`src/rtl/mem_access_initiator_pkg.sv`:
```
// Shared bus widths and access-size codes for the data-RAM initiator.
// Also holds the alignment rule used by the lane-steering logic.
package mem_access_initiator_pkg;

    localparam int ADDR_BUS     = 32;
    localparam int DATA_BUS     = 32;
    localparam int MEM_SEL_BUS  = DATA_BUS / 8;
    localparam int MEM_SIZE_BUS = 2;

    localparam logic [MEM_SIZE_BUS-1:0] MEM_SIZE_B = 2'd0;
    localparam logic [MEM_SIZE_BUS-1:0] MEM_SIZE_H = 2'd1;
    localparam logic [MEM_SIZE_BUS-1:0] MEM_SIZE_W = 2'd2;

    // Size code 3 behaves as a word access everywhere.
    function automatic logic is_misaligned(input logic [MEM_SIZE_BUS-1:0] size,
                                           input logic [1:0]              offset);
        logic mis;
        mis = 1'b0;
        case (size)
            MEM_SIZE_B: mis = 1'b0;
            MEM_SIZE_H: mis = offset[0];
            default:    mis = (offset != 2'b00);
        endcase
        return mis;
    endfunction

endpackage

```
`src/rtl/mem_access_initiator_align.sv`:
```
// Combinational byte-lane steering: alignment check, store strobes and
// lane-replicated data, and load extract with sign/zero extension.
module mem_lane_align
    import mem_access_initiator_pkg::*;
#(
    parameter int DATA_WIDTH = DATA_BUS
) (
    input  logic [MEM_SIZE_BUS-1:0]  chk_size,
    input  logic [1:0]               chk_offset,
    output logic                     misaligned,
    input  logic [MEM_SIZE_BUS-1:0]  size,
    input  logic                     sign_ext,
    input  logic [1:0]               offset,
    input  logic [DATA_WIDTH-1:0]    wdata,
    input  logic [DATA_WIDTH-1:0]    rdata,
    output logic [DATA_WIDTH/8-1:0]  strobe,
    output logic [DATA_WIDTH-1:0]    wdata_rep,
    output logic [DATA_WIDTH-1:0]    rdata_ext
);

    logic [7:0]  rd_byte;
    logic [15:0] rd_half;

    assign misaligned = is_misaligned(chk_size, chk_offset);

    always_comb begin
        rd_byte = 8'h00;
        rd_half = 16'h0000;
        case (offset)
            2'd0:    rd_byte = rdata[7:0];
            2'd1:    rd_byte = rdata[15:8];
            2'd2:    rd_byte = rdata[23:16];
            default: rd_byte = rdata[31:24];
        endcase
        rd_half = offset[1] ? rdata[31:16] : rdata[15:0];
    end

    always_comb begin
        strobe    = '0;
        wdata_rep = '0;
        rdata_ext = '0;
        case (size)
            MEM_SIZE_B: begin
                strobe    = 4'b0001 << offset;
                wdata_rep = {(DATA_WIDTH/8){wdata[7:0]}};
                rdata_ext = {{(DATA_WIDTH-8){sign_ext & rd_byte[7]}}, rd_byte};
            end
            MEM_SIZE_H: begin
                strobe    = offset[1] ? 4'b1100 : 4'b0011;
                wdata_rep = {(DATA_WIDTH/16){wdata[15:0]}};
                rdata_ext = {{(DATA_WIDTH-16){sign_ext & rd_half[15]}}, rd_half};
            end
            default: begin
                strobe    = '1;
                wdata_rep = wdata;
                rdata_ext = rdata;
            end
        endcase
    end

endmodule

```
`src/rtl/mem_access_initiator.sv`:
```
// Data-RAM initiator: one load/store at a time, one-cycle RAM access,
// registered response with aligned/extended load data or an alignment error.
module mem_access_initiator
    import mem_access_initiator_pkg::*;
#(
    parameter int ADDR_WIDTH = ADDR_BUS,
    parameter int DATA_WIDTH = DATA_BUS
) (
    input  logic                     clk,
    input  logic                     rst_n,
    input  logic                     req_valid,
    output logic                     req_ready,
    input  logic                     req_write,
    input  logic [MEM_SIZE_BUS-1:0]  req_size,
    input  logic                     req_signed,
    input  logic [ADDR_WIDTH-1:0]    req_addr,
    input  logic [DATA_WIDTH-1:0]    req_wdata,
    output logic                     resp_valid,
    output logic [DATA_WIDTH-1:0]    resp_rdata,
    output logic                     resp_addr_err,
    output logic                     ram_en,
    output logic [DATA_WIDTH/8-1:0]  ram_write_en,
    output logic [ADDR_WIDTH-1:0]    ram_addr,
    output logic [DATA_WIDTH-1:0]    ram_write_data,
    input  logic [DATA_WIDTH-1:0]    ram_read_data,
    output logic [1:0]               dbg_state
);

    typedef enum logic [1:0] {
        ST_IDLE   = 2'd0,
        ST_ACCESS = 2'd1,
        ST_RESP   = 2'd2
    } state_e;

    state_e                    state_q, state_d;
    logic                      write_q, write_d;
    logic [MEM_SIZE_BUS-1:0]   size_q, size_d;
    logic                      signed_q, signed_d;
    logic [ADDR_WIDTH-1:0]     addr_q, addr_d;
    logic [DATA_WIDTH-1:0]     wdata_q, wdata_d;
    logic [DATA_WIDTH-1:0]     resp_rdata_q, resp_rdata_d;
    logic                      resp_addr_err_q, resp_addr_err_d;

    logic                      handshake;
    logic                      req_misaligned;
    logic                      access_live;
    logic [DATA_WIDTH/8-1:0]   lane_strobe;
    logic [DATA_WIDTH-1:0]     lane_wdata;
    logic [DATA_WIDTH-1:0]     load_data;

    mem_lane_align #(.DATA_WIDTH(DATA_WIDTH)) u_align (
        .chk_size   (req_size),
        .chk_offset (req_addr[1:0]),
        .misaligned (req_misaligned),
        .size       (size_q),
        .sign_ext   (signed_q),
        .offset     (addr_q[1:0]),
        .wdata      (wdata_q),
        .rdata      (ram_read_data),
        .strobe     (lane_strobe),
        .wdata_rep  (lane_wdata),
        .rdata_ext  (load_data)
    );

    assign req_ready = (state_q != ST_ACCESS);
    assign handshake = req_valid && req_ready;

    always_comb begin
        state_d         = state_q;
        write_d         = write_q;
        size_d          = size_q;
        signed_d        = signed_q;
        addr_d          = addr_q;
        wdata_d         = wdata_q;
        resp_rdata_d    = resp_rdata_q;
        resp_addr_err_d = resp_addr_err_q;
        case (state_q)
            ST_ACCESS: begin
                state_d         = ST_RESP;
                resp_rdata_d    = write_q ? '0 : load_data;
                resp_addr_err_d = 1'b0;
            end
            default: begin
                if (handshake) begin
                    write_d      = req_write;
                    size_d       = req_size;
                    signed_d     = req_signed;
                    addr_d       = req_addr;
                    wdata_d      = req_wdata;
                    resp_rdata_d = '0;
                    // A misaligned request answers immediately and never touches the RAM.
                    resp_addr_err_d = req_misaligned;
                    state_d         = req_misaligned ? ST_RESP : ST_ACCESS;
                end else begin
                    state_d = ST_IDLE;
                end
            end
        endcase
    end

    always_ff @(posedge clk) begin
        if (!rst_n) begin
            state_q         <= ST_IDLE;
            write_q         <= 1'b0;
            size_q          <= MEM_SIZE_B;
            signed_q        <= 1'b0;
            addr_q          <= '0;
            wdata_q         <= '0;
            resp_rdata_q    <= '0;
            resp_addr_err_q <= 1'b0;
        end else begin
            state_q         <= state_d;
            write_q         <= write_d;
            size_q          <= size_d;
            signed_q        <= signed_d;
            addr_q          <= addr_d;
            wdata_q         <= wdata_d;
            resp_rdata_q    <= resp_rdata_d;
            resp_addr_err_q <= resp_addr_err_d;
        end
    end

    // Gating with rst_n keeps a reset during ACCESS from committing a write on that edge.
    assign access_live    = rst_n && (state_q == ST_ACCESS);
    assign ram_en         = access_live;
    assign ram_addr       = access_live ? {addr_q[ADDR_WIDTH-1:2], 2'b00} : '0;
    assign ram_write_en   = (access_live && write_q) ? lane_strobe : '0;
    assign ram_write_data = (access_live && write_q) ? lane_wdata : '0;

    assign resp_valid    = (state_q == ST_RESP);
    assign resp_rdata    = resp_rdata_q;
    assign resp_addr_err = resp_addr_err_q;
    assign dbg_state     = state_q;

endmodule

```
`config.mk`:
```
export PLATFORM = sky130hd
export DESIGN_NAME = mem_access_initiator
export DESIGN_NICKNAME = d
export VERILOG_FILES = /design/src/rtl/mem_access_initiator_pkg.sv /design/src/rtl/mem_access_initiator_align.sv /design/src/rtl/mem_access_initiator.sv
export SDC_FILE = /design/constraint.sdc
export NUM_CORES = 1
export LEC_CHECK = 0
export CAP_MARGIN = 20
export CORE_ASPECT_RATIO = 2
export CORE_MARGIN = 3
export CORE_UTILIZATION = 42
export CTS_CLUSTER_DIAMETER = 50
export DETAILED_ROUTE_END_ITERATION = 10
export HOLD_SLACK_MARGIN = 0.08
export PLACE_DENSITY = 0.92
export REMOVE_ABC_BUFFERS = 1
export SLEW_MARGIN = 15
export SYNTH_ARGS = -nofsm -noshare
export SYNTH_HDL_FRONTEND = slang
export SYNTH_SLANG_ARGS = --single-unit
```
`constraint.sdc`:
```
create_clock -name clk -period 2.04 [get_ports clk]
set_input_delay 0.408 -clock clk [delete_from_list [all_inputs] [get_ports clk]]
set_output_delay 0.408 -clock clk [all_outputs]
set_load 0.03 [all_outputs]
```
# ---- Yosys cells after proc, flatten, opt, wreduce, memory -nomap -nowiden
# Index checks and enable logic that the tools add are counted.
dict set report totals {
  regBits 103
  inputBits 103
  out_inout_bits 106
  word_cells 49
}
dict set report classes {
  n_eq_ne 7
  shift 1
  n_mux 16
  bitwise_logic 5
  reduce_logical 11
}
# cell n
set ops {}
lappend ops {{two-way mux 32 bit} 5}
lappend ops {{case mux 32 bit (2 select lines)} 2}
lappend ops {{case mux 8 bit (3 select lines)} 1}
lappend ops {{two-way mux 16 bit} 1}
lappend ops {{equality test 2 x 1 -> 1 bit, second input constant} 4}
lappend ops {{two-way mux 4 bit} 2}
lappend ops {{case mux 4 bit (2 select lines)} 1}
lappend ops {{zero test 2 bit} 3}
lappend ops {{two-way mux 2 bit} 3}
lappend ops {{equality test 2 bit, second input constant} 2}
lappend ops {{nonzero test 2 bit} 2}
lappend ops {{<< shifter 1 x 2 -> 4 bit, first input constant} 1}
lappend ops {{logical AND 1 bit} 3}
lappend ops {{NOT 1 bit} 3}
lappend ops {{OR reduction 3 bit} 1}
lappend ops {{AND 1 bit} 2}
lappend ops {{inequality test 2 x 1 -> 1 bit, second input constant} 1}
lappend ops {{case mux 1 bit (2 select lines)} 1}
lappend ops {{AND reduction 2 bit} 1}
lappend ops {{OR reduction 2 bit} 1}

# ---- Depth between registers and ports, before layout
# Gate-level depths: netlist of the first run.
dict set report logic_depth {
  depth_word 6
  depth_mapped 8
  ltp_nobuf 5
}

# ---- Hierarchy
# From an unflattened synthesis of the first run, not the netlist that was laid out.
dict set report hier_totals {
  hier_cells 645
  hier_area_um2 5562.8
}
# mod instances cells_each area_each_um2 seq_area_each_um2
set by_module_without_submodules {}
lappend by_module_without_submodules {mem_access_initiator 1 461 4269.1 2062.0}
lappend by_module_without_submodules {mem_lane_align 1 184 1293.7 0.0}

# ---- Worst setup path before layout of the first run
# Ideal clock, no wire load.
dict set report synth_timing {
  path_kind {flip-flop to output port}
  from {register state_q[0] (netlist: dbg_state[0])}
  to {output port ram_write_data[12]}
  arrival_time_ns 2.121
  required_time_ns 1.632
  setup_slack_ns -0.489
  stages_incl_launch_ff 7
  n_path_buf 1
  path_cell_list {dfxtp_1 > nor2b_1 > inv_1 > nor2_1 > nand2_1 > clkbuf_1 > a21oi_1}
}
dict set report synth_between {
  elab_chain_len 4
}
# item line
set synth_rtl {}
lappend synth_rtl {{start: declaration} mem_access_initiator.sv:35} ;# state_e state_q, state_d;
lappend synth_rtl {{start signal: assignment} mem_access_initiator.sv:112} ;# state_q <= state_d;
lappend synth_rtl {{equality test 2 x 1 -> 1 bit} mem_access_initiator.sv:124} ;# assign access_live = rst_n && (state_q == ST_ACCESS);
lappend synth_rtl {{logical AND 1 bit} mem_access_initiator.sv:124}
lappend synth_rtl {{logical AND 1 bit} mem_access_initiator.sv:128} ;# assign ram_write_data = (access_live && write_q) ? lane_wdata : '0;
lappend synth_rtl {{two-way mux 32 bit} mem_access_initiator.sv:128}
lappend synth_rtl {{end: declaration} mem_access_initiator.sv:24} ;# output logic [DATA_WIDTH-1:0] ram_write_data,
# No other way between the ends.

# ---- Worst setup path after layout of the first run
dict set report layout_timing {
  from {register size_q[1]}
  to {output port ram_write_en[2]}
}
dict set report layout_between {
  elab_chain_len 3
  word_cells_on_any_way 4
  classes_between {eq/ne: 1; mux: 2; reduce/logical: 1}
}
# item line
set layout_rtl {}
lappend layout_rtl {{start: declaration} mem_access_initiator.sv:37} ;# logic [MEM_SIZE_BUS-1:0] size_q, size_d;
lappend layout_rtl {{start signal: assignment} mem_access_initiator.sv:114} ;# size_q <= size_d;
lappend layout_rtl {{equality test 2 x 1 -> 1 bit / zero test 2 bit (equally long branches)} mem_access_initiator_align.sv:42} ;# case (size)
lappend layout_rtl {{case mux 4 bit (2 select lines) (*)} mem_access_initiator_align.sv:42}
lappend layout_rtl {{two-way mux 4 bit (*)} mem_access_initiator.sv:127} ;# assign ram_write_en = (access_live && write_q) ? lane_strobe : '0;
lappend layout_rtl {{end: declaration} mem_access_initiator.sv:22} ;# output logic [DATA_WIDTH/8-1:0] ram_write_en,
# Every way passes the cells marked *; elsewhere a longest branch is shown, timed or not.

==> results of run 1 <==
==> placed cells by master, fill, tap and decap left out, types with 2 or more instances in the layout <==
master           instances
nand2_1                163
and3_1                  40
dfxtp_1                 99
a221oi_1                 2
mux2i_1                 16
nor2_2                   7
clkinvlp_4               3
a221o_2                 10
a22o_1                   7
nor2_4                   4
buf_8                    2
buf_12                   8
a21oi_1                 82
clkdlybuf4s50_1        137
dfxtp_4                  3
conb_1                   2
a22oi_1                 14
o21ai_0                 19
inv_1                   10
a21oi_2                 10
dlygate4sd2_1            2
buf_6                    8
a21oi_4                  3
clkbuf_16               10
buf_4                   85
a221o_1                 13
nor2_1                  19
==> through the flow <==
step	setup TNS, ns	hold WS [ns]
floorplan	-191.86	0.432
global placement	-5.17	0.437
detailed placement	-5.88	0.442
CTS	0	0.451
global route	-0.243	0.465
finish	0	0.450
==> sequential cells by signal, indices dropped and copies added, names as in the netlist <==
signal         flops
write_q            1
wdata_q           32
size_q             2
dbg_state          2
resp_addr_err      1
resp_rdata        32
signed_q           1
addr_q            32
==> layer usage <==
metal	share of wire	vias to the layer above	wire [um]
met2	0.55	239	9030
met3	0.062	60	1020
met5	0	-	0
li1	-	2472	-
met1	0.34	2376	5620
met4	0.051	0	837
==> worst reg2reg max path, stage by stage (launching register included) <==
cell and delay [ns]:
dfxtp_4 0.37, buf_4 0.15, or3_4 0.37, o2bb2ai_2 0.36
buf_4 0.19, a221oi_1 0.08, o31ai_1 0.26
==> cells by family (layout without fill, tap and decap cells) <==
family | Yosys count | count (layout) | share of synthesized area
and+or+nand+nor | 248 | 248 | 0.231
AOI/OAI and AO/OA | 166 | 166 | 0.229
DFF | 103 | 103 | 0.441
buffers and inverters | 65 | 272 | 0.0592
muxes | 18 | 18 | 0.0388
other | 1 | 2 | 0.000803
==> path summary, 6_finish.rpt <==
| kind | slack [ns] | start | cells past startpoint | to |
|---|---|---|---|---|
| setup / recovery | 0.03 | size_q[1]$_SDFFE_PN0P_ | 5 | ram_write_en[2] |
| hold / removal | 0.45 | addr_q[25]$_SDFFE_PN0P_ | 2 | addr_q[25]$_SDFFE_PN0P_ |
| setup reg to reg | 0.14 | size_q[1]$_SDFFE_PN0P_ | 6 | resp_rdata[15]$_SDFFE_PN0P_ |
| hold reg to reg | 0.45 | addr_q[25]$_SDFFE_PN0P_ | 2 | addr_q[25]$_SDFFE_PN0P_ |
==> area by class of cell <==
| cell class | count | area, um2 | area share |
|---|---|---|---|
| clock inverter | 5 | 57.6 | 0.00773 |
| sequential | 103 | 2070 | 0.279 |
| timing repair buffer | 244 | 2360 | 0.318 |
| inverter | 12 | 47.5 | 0.00639 |
| tap | 137 | 171 | 0.0230 |
| multi-input combinational | 434 | 2490 | 0.334 |
| clock buffer | 11 | 243 | 0.0326 |
==> power groups by stage <==
| stage | Combinational (uW) | Sequential (uW) | Clock [uW] |
|---|---|---|---|
| after floorplan | 323 | 2240 | 0 |
| after global placement | 774 | 2210 | 0 |
| after detailed placement | 786 | 2220 | 0 |
| after CTS | 803 | 2170 | 1770 |
| after global routing | 903 | 2180 | 1850 |
| final | 833 | 2170 | 1750 |
==> repair_timing <==
| action | 4_1_cts | 5_1_grt |
|---|---|---|
| hold endpoints to repair | 0 | 0 |
| setup buffers | 1 | 4 |
| setup endpoints to repair | 52 | 66 |
| resized for setup | 12 | 46 |
| gates cloned | 1 | 1 |
==> out/metrics.yaml, run 1 <==
drt_iter0_markers: 287
critPathKind: "reg -> out"
ys_top_cells_by_area: "dfxtp_1, nand2_1, a21oi_1"
placed_cells: 924
area_growth_pct: 59.3
grt_use_met1: 0.255
synth_edf_count: 0
initial_core_util: 0.438
final_cell_area_mm2: 0.00744
end_kind: "output pin"
p_sw_uw: 1260
dp_slack_ns: -0.230
critPathSlowestCell: "dfxtp_4"
synth_warnings: 0
fin_ws_ns: 0.0338
num_rows: 53
power.leakage_uw: 0.00307
finalMaxSlewViolations: 0
drt_wl_total_um: 16500
die_y_um: 155
p_sw_frac: 0.264
die_w_um: 80.6
syn_avg_cell_area_um2: 7.77
layout.cells.non_filler: 946
path_delay_family: "buffers and inverters"
clk_path_buf_depth: 2
grt_pass1_wl_um: 25200
antenna_found_initial: 0
start_kind: "flip-flop"
placed_area_mm2: 0.00686
final_hold_viol_count: 0
num-fill-cells: 801
p_clk_frac: 0.367
synth_cell_type_count: 37
antennaDiodeCount: 0
p_comb_frac: 0.175
grt_max_degree: 52
cp_slowest_stage_delay_ns: 0.37
power.density_mw_per_mm2: 638
wl_per_cell_um: 17.4
h-tree-depth: 3
syn_inst: 601
rsz0062_at_grt: "yes"
ys.flop_type: "dfxtp_1"
cts_tree: "built"
p_int_uw: 3490
core_mm2: 0.0107
seq_power_share: 0.457
yosys.area.top_type: "dfxtp_1"
cp.required_ns: 1.63
ir_drop_uv: 515
met2_usage: 0.476
synthTopCellsByCount: "nand2_1, dfxtp_1, a21oi_1"
worstPathArrival_ns: 1.60
drv_cap: 0
path_cells: "buf_12, inv_1, o21ai_0, and3_1, buf_4"
yosysMostFrequentCell: "nand2_1"
grt_pass1_vias: 5187
netlist_area_mm2: 0.00467
cts_hold_buf: 0
setup_viol: 0
met3_usage: 0.0510
async_reset_ff_frac: 0
worst_slew_pin_slew_ns: 0.534
track_usage: 0.258
yosysTopAreaCellShare: 0.441
root_buffer: "clkbuf_16"
drive_gt1_frac: 0.215
slew_headroom: 0.644
ioPinCount: 209
p_total_uw: 4750
fin_nets: 907
ys_seq_area_frac: 0.441
status: "complete, no violations"
cts-buffers-inserted: 9
insertion_delay_ns: 0.34
dieArea_mm2: 0.0125
busiest_layer: "met2"
grt-ovfl-total: 0
path_clk_slew_ns: 0.07
fmax_mhz: 498
via_per_inst: 5.44
dr.pass1.iters: 5
ys_seq_elements: 103
critPathBufInv: 3
timing.final.crit_share: 0.983
cts.sinks: 103
drcViolationCount: 0
min_path_type: "reg -> reg"
cp_max_fo: 20
finClkSkew_ns: 0.00538
portBuffers: 206
drtAntennaViolNets: 0
gp_congestion: 0.932
final_util: 0.697
place_hpwl_um: 11900
vias: 5147
finalCriticalPeriod_ns: 2.01
Power figures use the tool's default switching activity.
==> run 2: changes to the inputs <==
- ABC_CLOCK_PERIOD_IN_PS: default -> 2040
==> results of run 2 <==
Same layout as run 1: the final DEF is identical, and so are final timing and power.
==> run 3: changes to the inputs <==
- ABC_CLOCK_PERIOD_IN_PS: 2040 -> 2600
- CORE_UTILIZATION: 42 -> 45
- PLACE_DENSITY: 0.92 -> 0.95
- clock period: 2.04 -> 2.6 ns (I/O delays scaled with it)
==> run 3 against run 2 <==
  * Critical endpoint is now ram_write_en[3]
  * Design area shrank 5.5%
  * Global-route usage grew 2.4 points
  * Combinational power shrank 27%
  * Clock skew grew 0.0019 ns
  * Critical path type unchanged
  * Worst setup slack gained 0.078 ns
==> out/metrics.yaml, run 3 (same netlist as run 1, synthesis figures left out) <==
via_per_inst: 5.66  # +4.0%
rsz0062_at_grt: "no"
drt_wl_total_um: 16900  # +2.3%
critPathKind: "reg -> out"
placed_cells: 913  # -1.2%
finClkSkew_ns: 0.00731  # +0.00193 ns
final_common_cell: "nand2_1"
path_clk_slew_ns: 0.07  # about the same
root_buffer: "clkbuf_16"
p_total_uw: 3580  # -25%
num-fill-cells: 769  # -4.0%
dieArea_mm2: 0.0117  # -6.3%
fin_nets: 892  # -1.7%
die_w_um: 78.1  # -3.1%
cts_tree: "built"
ir_drop_uv: 394  # -23%
final_util: 0.693  # -0.00412
crit_path_frequent_cell: "buf_12"
ioPinCount: 209  # unchanged
core_mm2: 0.0101  # -4.9%
drt_iter0_markers: 334  # +16%
cp_slowest_stage_delay_ns: 0.39  # +0.02 ns
place_hpwl_um: 12600  # +5.9%
path_cells: "nor2b_2, inv_1, nor2_1, nand2_1, buf_12, a21oi_1, buf_4, buf_12"
drcViolationCount: 0  # unchanged
drv_cap: 0  # unchanged
h-tree-depth: 3  # unchanged
slew_headroom: 0.530  # -0.114
grt_max_degree: 60  # +15%
cp_max_fo: 13  # -35%
die_y_um: 150  # -3.3%
drive_gt1_frac: 0.164  # -0.0514
power.density_mw_per_mm2: 509  # -20%
clk_path_buf_depth: 2  # unchanged
cp.required_ns: 2.08  # +0.45 ns
min_path_type: "reg -> reg"
final_hold_viol_count: 0  # unchanged
power.leakage_uw: 0.00293  # -4.5%
worstPathArrival_ns: 1.97  # +0.37 ns
grt_pass1_vias: 5420  # +4.5%
wl_per_cell_um: 18.2  # +4.2%
grt-ovfl-total: 0  # unchanged
cts-buffers-inserted: 9  # unchanged
start_kind: "flip-flop"
cts.sinks: 103  # unchanged
critPathSlowestCell: "dfxtp_1"
gp_congestion: 0.867  # -7.0%
status: "complete, no violations"
fin_hold_ws_ns: 0.451  # +0.00102 ns
drtAntennaViolNets: 0  # unchanged
antenna_found_initial: 0  # unchanged
placed_area_mm2: 0.00676  # -1.6%
area_growth_pct: 50.6
initial_core_util: 0.460  # +0.0227
end_kind: "output pin"
antennaDiodeCount: 0  # unchanged
portBuffers: 206  # unchanged
setup_viol: 0  # unchanged
num_rows: 52  # -1.9%
finalMaxSlewViolations: 0  # unchanged
track_usage: 0.282  # +0.0236
worst_slew_pin_slew_ns: 0.702  # +0.168 ns
insertion_delay_ns: 0.34  # about the same
mostFrequentLayoutCells: "nand2_1, clkdlybuf4s50_1, dfxtp_1"
timing.final.crit_share: 0.957
vias: 5257  # +2.1%
dr.pass1.iters: 5  # unchanged
final_cell_area_mm2: 0.00704  # -5.5%
finalCriticalPeriod_ns: 2.49
fmax_mhz: 402
grt_pass1_wl_um: 26200  # +4.0%
layout.cells.non_filler: 929  # -1.8%
-- run 3: changes by cell type in the layout (fill, tap and decap cells not counted), sizes merged --
cell           previous run  this run
buf                     103        90
clkdlybuf4s50           137       139
clkinv                    1         3
dlygate4sd2               2         0
bufbuf                    1         0
bufinv                    1         0
clkbuf                   12        11
clkinvlp                  3         2
-- run 3: what timing repair did --
action                                  CTS  global route
resized for setup                         1             1
setup buffers                             0             0
hold buffers                              0             0
endpoints found under the setup margin    3             1
-- run 3: worst paths after layout --
kind	startpoint	end	slack (ns)	cells past startpoint
max reg2reg	size_q[1]$_SDFFE_PN0P_	resp_rdata[15]$_SDFFE_PN0P_	0.63	4
min reg2reg	addr_q[11]$_SDFFE_PN0P_	addr_q[11]$_SDFFE_PN0P_	0.45	2
min	addr_q[11]$_SDFFE_PN0P_	addr_q[11]$_SDFFE_PN0P_	0.45	2
max	dbg_state[0]$_SDFF_PP0_	ram_write_en[3]	0.11	8
-- run 3: power breakdown --
part / switching [uW] / internal [uW] / leakage (uW)
logic: 318 / 288 / 0.00196
clock network: 582 / 674 / 0.000132
registers: 62.9 / 1650 / 0.000844
-- run 3: per-stage QoR --
step / setup TNS [ns] / setup slack (ns)
after global placement: 0 / 0.177
after CTS: 0 / 0.0956
after detailed placement: 0 / 0.0841
final: 0 / 0.112
after floorplan: -115.04 / -1.68
after global routing: 0 / 0.0272
-- run 3: final cells by class --
type,count,area [um2],share of cell area
sequential,103,2060,0.293
clock buffer,11,243,0.0345
clock inverter,5,33.8,0.00480
tap,135,169,0.0240
timing repair buffer,229,2130,0.303
multi-input combinational,434,2350,0.334
inverter,12,45.0,0.00640
-- run 3: per-layer routing --
metal	vias up	wire, um	global-route usage
met5	-	0	0
met1	2449	5470	0.262
li1	2434	-	-
met3	86	1140	0.0695
met4	0	1070	0.182
met2	288	9180	0.532
-- run 3: critical path, delay by kind of cell (launching register included) --
family	cells	cell delay, ns
compound gates	1	0.14
buf+inv	4	0.59
flops	1	0.39
simple gates	3	0.50
